--- src/rtl/product_block_accumulator.sv ---
// Collects BLOCK_LEN unsigned products per block and presents one registered
// result per block (wrapped sum, sticky overflow, min, max) on a valid/ready port.
module product_block_accumulator #(
  parameter int DATA_W    = 8,
  parameter int ACC_W     = 16,
  parameter int BLOCK_LEN = 4
) (
  input  logic              CLK,
  input  logic              RST_N,
  input  logic              in_valid,
  input  logic [DATA_W-1:0] in_data,
  output logic              in_ready,
  output logic              out_valid,
  input  logic              out_ready,
  output logic [ACC_W-1:0]  out_sum,
  output logic              out_ovf,
  output logic [DATA_W-1:0] out_min,
  output logic [DATA_W-1:0] out_max,
  output logic [7:0]        fill_cnt
);

  localparam logic [7:0] LAST = 8'(BLOCK_LEN - 1);

  logic [ACC_W-1:0]  acc;
  logic              ovf;
  logic [DATA_W-1:0] run_min;
  logic [DATA_W-1:0] run_max;

  logic              in_fire;
  logic              out_fire;
  logic              is_final;
  logic [ACC_W:0]    sum_ext;
  logic              next_ovf;
  logic [DATA_W-1:0] next_min;
  logic [DATA_W-1:0] next_max;

  // A held result only blocks the input when the sink is not taking it now.
  assign in_ready = !out_valid || out_ready;
  assign in_fire  = in_valid && in_ready;
  assign out_fire = out_valid && out_ready;
  assign is_final = (fill_cnt == LAST);

  // The extra top bit of sum_ext is the carry out of the ACC_W-bit accumulator.
  assign sum_ext  = {1'b0, acc} + {{(ACC_W + 1 - DATA_W){1'b0}}, in_data};
  assign next_ovf = ovf | sum_ext[ACC_W];
  assign next_min = (in_data < run_min) ? in_data : run_min;
  assign next_max = (in_data > run_max) ? in_data : run_max;

  always_ff @(posedge CLK) begin
    if (!RST_N) begin
      acc       <= '0;
      ovf       <= 1'b0;
      run_min   <= '1;
      run_max   <= '0;
      fill_cnt  <= 8'd0;
      out_valid <= 1'b0;
      out_sum   <= '0;
      out_ovf   <= 1'b0;
      out_min   <= '0;
      out_max   <= '0;
    end else begin
      if (in_fire && is_final) begin
        out_sum   <= sum_ext[ACC_W-1:0];
        out_ovf   <= next_ovf;
        out_min   <= next_min;
        out_max   <= next_max;
        out_valid <= 1'b1;
        acc       <= '0;
        ovf       <= 1'b0;
        run_min   <= '1;
        run_max   <= '0;
        fill_cnt  <= 8'd0;
      end else begin
        if (in_fire) begin
          acc      <= sum_ext[ACC_W-1:0];
          ovf      <= next_ovf;
          run_min  <= next_min;
          run_max  <= next_max;
          fill_cnt <= fill_cnt + 8'd1;
        end
        // Result data stays put after the sink takes it; only valid drops.
        if (out_fire) begin
          out_valid <= 1'b0;
        end
      end
    end
  end

endmodule

--- config.mk ---
export PLATFORM = sky130hd
export DESIGN_NAME = product_block_accumulator
export DESIGN_NICKNAME = d
export VERILOG_FILES = /design/src/rtl/product_block_accumulator.sv
export SDC_FILE = /design/constraint.sdc
export NUM_CORES = 1
export LEC_CHECK = 0
export ABC_AREA = 1
export CORE_MARGIN = 5
export CORE_UTILIZATION = 30
export CTS_CLUSTER_DIAMETER = 120
export DETAILED_ROUTE_END_ITERATION = 12
export PLACE_DENSITY_LB_ADDON = 0.25
export SLEW_MARGIN = 20
export SYNTH_ARGS = -nofsm -noshare
export SYNTH_HDL_FRONTEND = slang
export SYNTH_SLANG_ARGS = --single-unit
--- constraint.sdc ---
create_clock -name CLK -period 2.3 [get_ports CLK]
set_clock_uncertainty 0.05 [all_clocks]
set_input_delay 0.575 -clock CLK [delete_from_list [all_inputs] [get_ports CLK]]
set_output_delay 0.575 -clock CLK [all_outputs]
set_load 0.02 [all_outputs]
==> flow_metrics.env <==
export IMPL_syn_avg_cell_area_sq_um=6.80
export IMPL_drcViolationCount=0
export IMPL_slew_headroom=0.765
export IMPL_hp_class="reg -> reg"
export IMPL_chipHeight_um=127
export IMPL_drt_iter0_drc=200
export IMPL_critical_path_cell_chain="clkdlybuf4s50_1 -> buf_4 -> ha_1 -> nand2_1 -> nor2_1 -> nor3_4 -> nand2_1 -> buf_4 -> nand2_1 -> nand3_1 -> nand2_1"
export IMPL_ys_top_cells_by_area="dfxtp_1 (37%), nand2_1 (19%), nand3_1 (8.5%), inv_1 (7.9%), ha_1 (7.3%)"
export IMPL_ctsRootBufferMaster="clkbuf_16"
export IMPL_first_global_vias=3922
export IMPL_dpl_hpwl_um=7880
export IMPL_critPathSlowestCell="clkdlybuf4s50_1"
export IMPL_path_clk_slew_ns=0.06
export IMPL_cts_tree="built"
export IMPL_clock_latency_ns=0.34
export IMPL_netlist_area_sq_um=4100
export IMPL_setup_violations=0
export IMPL_grt_pass1_wl_um=18300
export IMPL_cp_required_ns=2.48
export IMPL_synth_top_cell_by_area="dfxtp_1"
export IMPL_p_leak_nw=2.82
export IMPL_fin_crit_ns=2.16
export IMPL_cp_start_kind="primary input"
export IMPL_grt_usage=0.139
export IMPL_slowest_delay_ns=0.54
export IMPL_p_total_mw=3.68
export IMPL_powerDensity_nw_per_um2=675
export IMPL_fmax_mhz=462
export IMPL_finalCritPeriodShare=0.941
export IMPL_cp_end_kind="flip-flop"
export IMPL_firstDrtPassIters=4
export IMPL_n_fill_cell=1405
export IMPL_ir_drop_mv=0.263
export IMPL_die_w_um=127
export IMPL_ys_seq_area_frac=0.366
export IMPL_syn_inst=603
export IMPL_setup_worst_path_class="in -> reg"
export IMPL_h_tree_depth=3
export IMPL_worstPathArrival_ns=2.34
export IMPL_antenna_found_initial=0
export IMPL_hold_violations=0
export IMPL_max_cap_violations=0
export IMPL_place_ws_ns=-0.316
export IMPL_syn_nets=640
export IMPL_synth_top_area_share=0.366
export IMPL_fin_tns_setup_ns=0
export IMPL_ioPinCount=55
export IMPL_grt_max_degree=38
export IMPL_syn_to_final_growth_pct=33.1
export IMPL_core_sq_um=13300
export IMPL_critPathMaxFanout=4
export IMPL_cts_hold_fix_buffers=0
export IMPL_clock_sinks=75
export IMPL_r2r_slack_ns=0.52
export IMPL_max_clock_path_buffers=2
export IMPL_fin_hold_ws_ns=0.398
export IMPL_drt_total_wl_um=10600
export IMPL_cts_buffers=9
export IMPL_postCtsSetupBuffers=0
export IMPL_synthDistinctLibCells=37
export IMPL_num_antenna_cells=0
export IMPL_vias=3963
export IMPL_final_cell_mix="nand2_1 (206), inv_1 (86), dfxtp_1 (75), nand3_1 (70), clkdlybuf4s50_1 (48)"
export IMPL_dieArea_sq_um=16100
export IMPL_avgViaCountPerCell=4.54
export IMPL_row_count=42
export IMPL_tightest_slew_ns=0.349
export IMPL_overflow=0
export IMPL_status="complete, no violations"
export IMPL_drive_above_1_share=0.110
export IMPL_path_common_cell="nand2_1"
export IMPL_io_buffers=54
export IMPL_timing_final_ws_setup_ns=0.136
export IMPL_ys_ff_latch=75
export IMPL_fin_nets=729
export IMPL_wl_per_cell_um=12.2
export IMPL_drv_slew=0
export IMPL_yosys_warnings=0
export IMPL_final_antenna_net_count=0
export IMPL_start_util=0.307
export IMPL_place_congestion=0.805
export IMPL_rsz0062_at_grt="no"
export IMPL_final_common_cell="nand2_1"
## Yosys cell counts
cell type    n
buf_4        1
nand3_2      2
ha_1        24
inv_2        3
xor2_1       3
nor3_1       3
a22o_1       2
a21oi_1     43
a21o_1       2
o211ai_2     1
inv_1       86
xnor2_1      3
inv_4        1
or2_2        2
dfxtp_1     75
fa_1         1
nand3b_1     1
a31oi_1      2
buf_2        2
or2_1        1
buf_1        1
o21ai_1      5
clkbuf_1     4
nor3_2       1
and2_1       1
nand2_2      3
nor2_4       1
nand4_2      1
nor3_4       2
nor2_1      26
nand2_4      1
nand4_1      2
o21ai_0     11
nand3_1     70
buf_6        8
nand2_1    207
nor2_2       1
## worst paths after layout
check                           startpoint         end  cells past startpoint
worst max-delay path            in_data[6]  out_min[1]                     11
worst min-delay path            out_min[6]  out_min[6]                      2
worst max register to register      acc[0]     acc[12]                     11
worst min register to register  out_min[6]  out_min[6]                      2
## logic make-up after synthesis
group | Yosys count | synth area share
compound gates | 66 | 0.0860
xor+xnor | 6 | 0.0128
fa+ha+maj | 25 | 0.0781
buf+inv | 106 | 0.114
flops | 75 | 0.366
simple gates | 325 | 0.343
## flip-flops by register name, summed over array words and instances (netlist names)
name       cells
out_max        8
ovf            1
acc           16
out_min        8
run_min        8
out_sum       16
fill_cnt       8
out_ovf        1
run_max        8
out_valid      1
## repair_timing
action / 4_1_cts / 5_1_grt
pin swaps: 0 / 1
endpoints found under the setup margin: 1 / 44
gates resized for setup: 1 / 9
## layer usage
metal / global-route usage / share of wire / routed length (um)
met1: 0.172 / 0.46 / 4850
met2: 0.237 / 0.48 / 5070
met3: 0.0349 / 0.052 / 552
met4: 0.0423 / 0.013 / 139
met5: 0 / 0 / 0
## report_power, final
part | switching, mW | total [mW] | internal, mW
Clock | 0.540 | 1.63 | 1.09
Sequential | 0.0396 | 1.40 | 1.36
Combinational | 0.373 | 0.659 | 0.285
## worst max-delay path, delay by kind of cell
| kind | cells | cell delay, ns |
|---|---|---|
| AND/OR/NAND/NOR | 7 | 0.63 |
| adder cells (fa/ha/maj) | 1 | 0.26 |
| buffers and inverters | 3 | 0.88 |
## final cells by class
| type | count | area, sq um | share of cell area |
|---|---|---|---|
| Inverter | 90 | 340 | 0.0624 |
| Sequential cell | 75 | 1500 | 0.275 |
| Multi-Input combinational cell | 422 | 2150 | 0.394 |
| Timing Repair Buffer | 94 | 902 | 0.165 |
| Tap cell | 176 | 220 | 0.0403 |
| Clock buffer | 11 | 243 | 0.0445 |
| Clock inverter | 5 | 100 | 0.0183 |
## per-stage QoR
step | area [sq um] | instances | utilization
final | 5460 | 873 | 0.409
after global routing | 5460 | 873 | 0.409
after CTS | 5430 | 873 | 0.407
after detailed placement | 5090 | 857 | 0.381
after global placement | 5090 | 857 | 0.381
after floorplan | 4100 | 603 | -
(Power assumes the default switching activity.)
